**src/rtl/stc0_pkg.sv**
```systemverilog
// Shared stc0 constants: sample geometry and FFT frame size, so the framer and
// the biplex FFT front end agree on how many pairs make one frame.
package stc0_pkg;

   localparam int STC0_DATA_WIDTH       = 16;
   localparam int STC0_DEPTH_LOG2       = 3;
   localparam int STC0_FRAME_PAIRS_LOG2 = 4;

   // One stored word holds an A sample and a B sample, each {re, im}.
   localparam int STC0_PAIR_W = 4 * STC0_DATA_WIDTH;

   function automatic int stc0_pair_w(input int data_width);
      return 4 * data_width;
   endfunction

endpackage

```
**src/rtl/stc0_sync_fifo.sv**
```systemverilog
// Generic single-clock FIFO built from pointers plus an occupancy count;
// head data is read combinationally and a push while full may ride on a pop.
module stc0_sync_fifo #(
   parameter int WIDTH      = 64,
   parameter int DEPTH_LOG2 = 3
) (
   input  logic                  clk,
   input  logic                  rst_n,
   input  logic                  flush,
   input  logic                  push,
   input  logic                  pop,
   input  logic [WIDTH-1:0]      wr_data,
   output logic [WIDTH-1:0]      rd_data,
   output logic [DEPTH_LOG2:0]   level,
   output logic                  full,
   output logic                  empty,
   output logic                  drop
);

   localparam int DEPTH = 1 << DEPTH_LOG2;
   localparam logic [DEPTH_LOG2-1:0] PTR_ONE  = DEPTH_LOG2'(1);
   localparam logic [DEPTH_LOG2:0]   LVL_ONE  = (DEPTH_LOG2 + 1)'(1);
   localparam logic [DEPTH_LOG2:0]   LVL_FULL = {1'b1, {DEPTH_LOG2{1'b0}}};

   logic [WIDTH-1:0]      mem_reg [DEPTH];
   logic [DEPTH_LOG2-1:0] wr_ptr_reg;
   logic [DEPTH_LOG2-1:0] rd_ptr_reg;
   logic [DEPTH_LOG2:0]   count_reg;
   logic                  pop_ok;
   logic                  push_ok;

   assign full    = (count_reg == LVL_FULL);
   assign empty   = (count_reg == '0);
   assign pop_ok  = pop & ~empty;
   // Flush and reset win over a same-cycle push; such a push is neither stored nor a drop.
   assign push_ok = push & (~full | pop_ok) & ~flush & rst_n;
   assign drop    = push & full & ~pop_ok & ~flush & rst_n;
   assign level   = count_reg;
   assign rd_data = mem_reg[rd_ptr_reg];

   always_ff @(posedge clk) begin
      if (!rst_n || flush) begin
         wr_ptr_reg <= '0;
         rd_ptr_reg <= '0;
         count_reg  <= '0;
      end else begin
         if (push_ok) wr_ptr_reg <= wr_ptr_reg + PTR_ONE;
         if (pop_ok)  rd_ptr_reg <= rd_ptr_reg + PTR_ONE;
         case ({push_ok, pop_ok})
            2'b10:   count_reg <= count_reg + LVL_ONE;
            2'b01:   count_reg <= count_reg - LVL_ONE;
            default: count_reg <= count_reg;
         endcase
      end
   end

   always_ff @(posedge clk) begin
      if (push_ok) mem_reg[wr_ptr_reg] <= wr_data;
   end

endmodule

```
**src/rtl/stc0_egress_framer.sv**
```systemverilog
// Buffers A/B egress pairs for the biplex FFT front end, tags frame boundaries
// from a pop counter and flags pairs lost because the producer cannot stall.
module stc0_egress_framer
   import stc0_pkg::*;
#(
   parameter int DATA_WIDTH       = STC0_DATA_WIDTH,
   parameter int DEPTH_LOG2       = STC0_DEPTH_LOG2,
   parameter int FRAME_PAIRS_LOG2 = STC0_FRAME_PAIRS_LOG2
) (
   input  logic                    Clk,
   input  logic                    RstN,
   input  logic [2*DATA_WIDTH-1:0] AIngress,
   input  logic [2*DATA_WIDTH-1:0] BIngress,
   input  logic                    IngressValid,
   input  logic                    Flush,
   output logic [2*DATA_WIDTH-1:0] AOut,
   output logic [2*DATA_WIDTH-1:0] BOut,
   output logic                    OutValid,
   input  logic                    OutReady,
   output logic                    OutSof,
   output logic                    OutEof,
   output logic [DEPTH_LOG2:0]     Level,
   output logic                    Overflow
);

   localparam int SW = 2 * DATA_WIDTH;
   localparam int PW = stc0_pair_w(DATA_WIDTH);

   logic [PW-1:0] head_pair;
   logic          fifo_full;
   logic          fifo_empty;
   logic          fifo_drop;
   logic          pop_fire;
   logic          overflow_reg;

   stc0_sync_fifo #(
      .WIDTH      (PW),
      .DEPTH_LOG2 (DEPTH_LOG2)
   ) u_fifo (
      .clk     (Clk),
      .rst_n   (RstN),
      .flush   (Flush),
      .push    (IngressValid),
      .pop     (OutReady),
      .wr_data ({AIngress, BIngress}),
      .rd_data (head_pair),
      .level   (Level),
      .full    (fifo_full),
      .empty   (fifo_empty),
      .drop    (fifo_drop)
   );

   assign AOut     = head_pair[PW-1 -: SW];
   assign BOut     = head_pair[SW-1:0];
   assign OutValid = ~fifo_empty;
   assign pop_fire = OutValid & OutReady;
   assign Overflow = overflow_reg;

   always_ff @(posedge Clk) begin
      if (!RstN || Flush) overflow_reg <= 1'b0;
      else if (fifo_drop) overflow_reg <= 1'b1;
   end

   generate
      if (FRAME_PAIRS_LOG2 > 0) begin : g_frame
         localparam logic [FRAME_PAIRS_LOG2-1:0] FRAME_ONE = FRAME_PAIRS_LOG2'(1);
         logic [FRAME_PAIRS_LOG2-1:0] frame_cnt_reg;

         always_ff @(posedge Clk) begin
            if (!RstN || Flush) frame_cnt_reg <= '0;
            else if (pop_fire)  frame_cnt_reg <= frame_cnt_reg + FRAME_ONE;
         end

         assign OutSof = (frame_cnt_reg == '0);
         assign OutEof = &frame_cnt_reg;
      end else begin : g_single
         // A one-pair frame: every pair both starts and ends its frame.
         assign OutSof = 1'b1;
         assign OutEof = 1'b1;
      end
   endgenerate

   logic unused_full;
   assign unused_full = fifo_full;

endmodule

```
**config.mk**
```make
export PLATFORM = sky130hd
export DESIGN_NAME = stc0_egress_framer
export DESIGN_NICKNAME = d
export VERILOG_FILES = /design/src/rtl/stc0_pkg.sv /design/src/rtl/stc0_sync_fifo.sv /design/src/rtl/stc0_egress_framer.sv
export SDC_FILE = /design/constraint.sdc
export NUM_CORES = 1
export LEC_CHECK = 0
export CORE_ASPECT_RATIO = 0.5
export CORE_UTILIZATION = 48
export CTS_BUF_LIST = sky130_fd_sc_hd__clkbuf_8 sky130_fd_sc_hd__clkbuf_16
export DETAILED_ROUTE_END_ITERATION = 12
export GPL_TIMING_DRIVEN = 1
export PLACE_DENSITY = 0.67
export RECOVER_POWER = 25
export SETUP_SLACK_MARGIN = 0.4
export SYNTH_ARGS = -nofsm -noshare
export SYNTH_HDL_FRONTEND = slang
export SYNTH_SLANG_ARGS = --single-unit
```
**constraint.sdc**
```tcl
create_clock -name Clk -period 8.9 [get_ports Clk]
set_input_delay 1.78 -clock Clk [delete_from_list [all_inputs] [get_ports Clk]]
set_output_delay 1.78 -clock Clk [all_outputs]
set_load 0.05 [all_outputs]
```
==> impl_metrics.tcl <==
set metrics [dict create \
    hp-class "reg -> reg" \
    grt_pass1_vias 9505 \
    drc 0 \
    period_needed_ns 5.72 \
    cts_resized 0 \
    status "finished clean" \
    combPwrFrac 0.031 \
    syn_area_mm2 0.0201 \
    leakage_nw 7.20 \
    vias_per_cell 5.62 \
    via_count 8864 \
    maxCapViolations 0 \
    crit_fanout 68 \
    area_growth_pct 17.2 \
    clk_pin_slew_ns 0.06 \
    tightest_slew_ns 1.06 \
    yosysSeqAreaShare 0.782 \
    cts_tree "done" \
    critPathMaxStageDelay_ns 0.99 \
    max_slew_margin 0.289 \
    drive_above_1_share 0.270 \
    rows 52 \
    largest_reg_flops 512 \
    yosys_most_used_dff "edfxtp_1" \
    p_int_mw 3.88 \
    synthMuxAreaShare 0.181 \
    place_congestion 0.704 \
    cts_setup_buffers 0 \
    hold_viol_final 0 \
    finalCoreUtilization 0.577 \
    rsz0062_at_grt "no" \
    path_buf_inv 2 \
    syn_avg_cell_area_um2 23.8 \
    synth_top_family_by_area "multiplexers" \
    wl_um 37800 \
    clock_skew_ns 0.00585 \
    initial_core_util 0.492 \
    yosys.area.top_type "edfxtp_1" \
    clock_latency_ns 0.56 \
    slew_violations 0 \
    critical_path_class "reg -> out" \
    initialDrtViolationCount 730 \
    drt_pre_antenna_iters 4 \
    p_sw_uw 940 \
    postCtsHoldBufs 0 \
    synth_compound_area_frac 0.00355 \
    path_delay_family "buffers and inverters" \
    p_clk_frac 0.399 \
    coreArea_mm2 0.0409 \
    seqPwrFrac 0.570 \
    start_kind "register" \
    swShare 0.195 \
    nets 1080 \
    grt_max_degree 69 \
    fin_crit_sh 0.642 \
    synth.top_cells.by_area "edfxtp_1 76%, mux4_2 14%, mux2_2 3.6%" \
    setup_viol 0 \
    cp_slowest_cell "dfxtp_4" \
    n_antenna_cell 0 \
    yosys.area_share.simple 0.0118 \
    syn_nets 920 \
    htree_levels 2 \
    ys_seq_elements 530 \
    netlist_instances 844 \
    crit_chain "buf_4, mux4_2, mux2_2, clkdlybuf4s50_1" \
    fp.dieArea_mm2 0.0428 \
    ant_nets 0 \
    cts_buffer_depth 3 \
    globalRouteOverflowTotal 0 \
    cp.arrival_ns 3.94 \
    detailed_place_hpwl_um 19400 \
    synth_top_area_share 0.764 \
    synthAdderAreaFrac 0.00435 \
    synthArstFlopShare 0 \
    ios 141 \
    final.setup.tns_ns 0 \
    fmax_ghz 0.175 \
    grt_first_pass_wirelength_um 57600 \
    cts_made_buffers 46 \
    antenna_found_initial 1 \
    dp_slack_ns 3.69 \
    wl_per_cell_um 24.0 \
    cts_sinks 530 \
    vdd.ir_drop.worst_mv 0.122 \
    synthXorXnorAreaFrac 0.00435 \
    root_buffer "clkbuf_16" \
    yosysUniqueCellTypes 33 \
    die_y_um 147 \
    cp.required_ns 7.12 \
    ys_warn_count 0 \
    io_buffers 140 \
    synthTopCellsByCount "512 x edfxtp_1, 128 x mux4_2, 64 x mux2_2" \
    grt_usage 0.180 \
    die_w_um 292 \
    endpoint_kind "primary output" \
    worst_slack_ns 3.18 \
    power_density_mw_per_mm2 205 \
    synth_edf_count 512 \
    synth_most_common_cell "edfxtp_1" \
]
==> worst min-delay path, cell delays in order, from the launching register on <==
cell and delay (ns):
dfxtp_1 0.33, a21oi_1 0.05, nor2_1 0.07
==> cells by family (layout without fill, tap and decap cells) <==
family                     count (synthesis)  in the layout
DFF                                      530            530
muxes                                    195            195
and+or+nand+nor                           48             48
buffers and inverters                     43            235
adders and majority gates                  7              7
xor gates and xnor gates                  10             10
AOI/OAI and AO/OA                         11             11
==> metrics by stage <==
| step | cell area, µm² | power (mW) | std cells | hold WS (ns) |
|---|---|---|---|---|
| after global routing | 23600 | 4.97 | 1576 | 0.528 |
| after detailed placement | 22100 | 2.96 | 1496 | 0.465 |
| after floorplan | 20100 | 2.88 | 844 | 0.485 |
| after CTS | 23600 | 4.87 | 1576 | 0.483 |
| after global placement | 22100 | 2.95 | 1496 | 0.461 |
| final | 23600 | 4.82 | 1576 | 0.479 |
==> power groups by stage <==
stage                     sequential (mW)  combinational, mW  clock (mW)
after floorplan                      2.81             0.0708           0
after global placement               2.80              0.150           0
after detailed placement             2.80              0.155           0
after CTS                            2.75              0.156        1.96
after global routing                 2.75              0.160        2.06
final                                2.75              0.151        1.92
==> layout by cell type, fill, tap and decap left out, types with 4 or more instances in the layout <==
cell	instances
a21oi_1	4
buf_4	9
clkbuf_16	49
clkdlybuf4s50_1	103
clkinv_1	11
clkinv_2	8
dfxtp_1	15
dlygate4sd3_1	37
edfxtp_1	512
ha_1	7
inv_1	10
mux2_2	64
mux4_2	128
nand2_1	4
nand2b_1	4
nor2_1	17
nor2_4	6
or3_1	4
xor2_1	7
==> path summary, 6_finish.rpt <==
path                    from               endpoint  slack, ns  depth (start not counted)
max                 register               AOut[14]       3.18                          4
min                 Overflow               Overflow       0.48                          2
max reg2reg  u_fifo.level[1]  u_fifo.mem_reg[4][27]       5.79                          5
min reg2reg         Overflow               Overflow       0.48                          2
==> area by class of cell <==
class	count	area, µm²
clock buffer	49	1230
tap	540	676
inverter	3	11.3
multi-input combinational	271	4170
fill	2862	17300
sequential	530	15700
clock inverter	31	213
timing repair buffer	152	1530
==> metal layers <==
layer	global-route usage	part of all wire	wire length, µm
met2	0.307	0.52	19600
met1	0.246	0.43	16400
met4	0.0392	0.014	537
met5	0	0.00032	12
met3	0.0295	0.033	1230
Power figures use the tool's default switching activity.
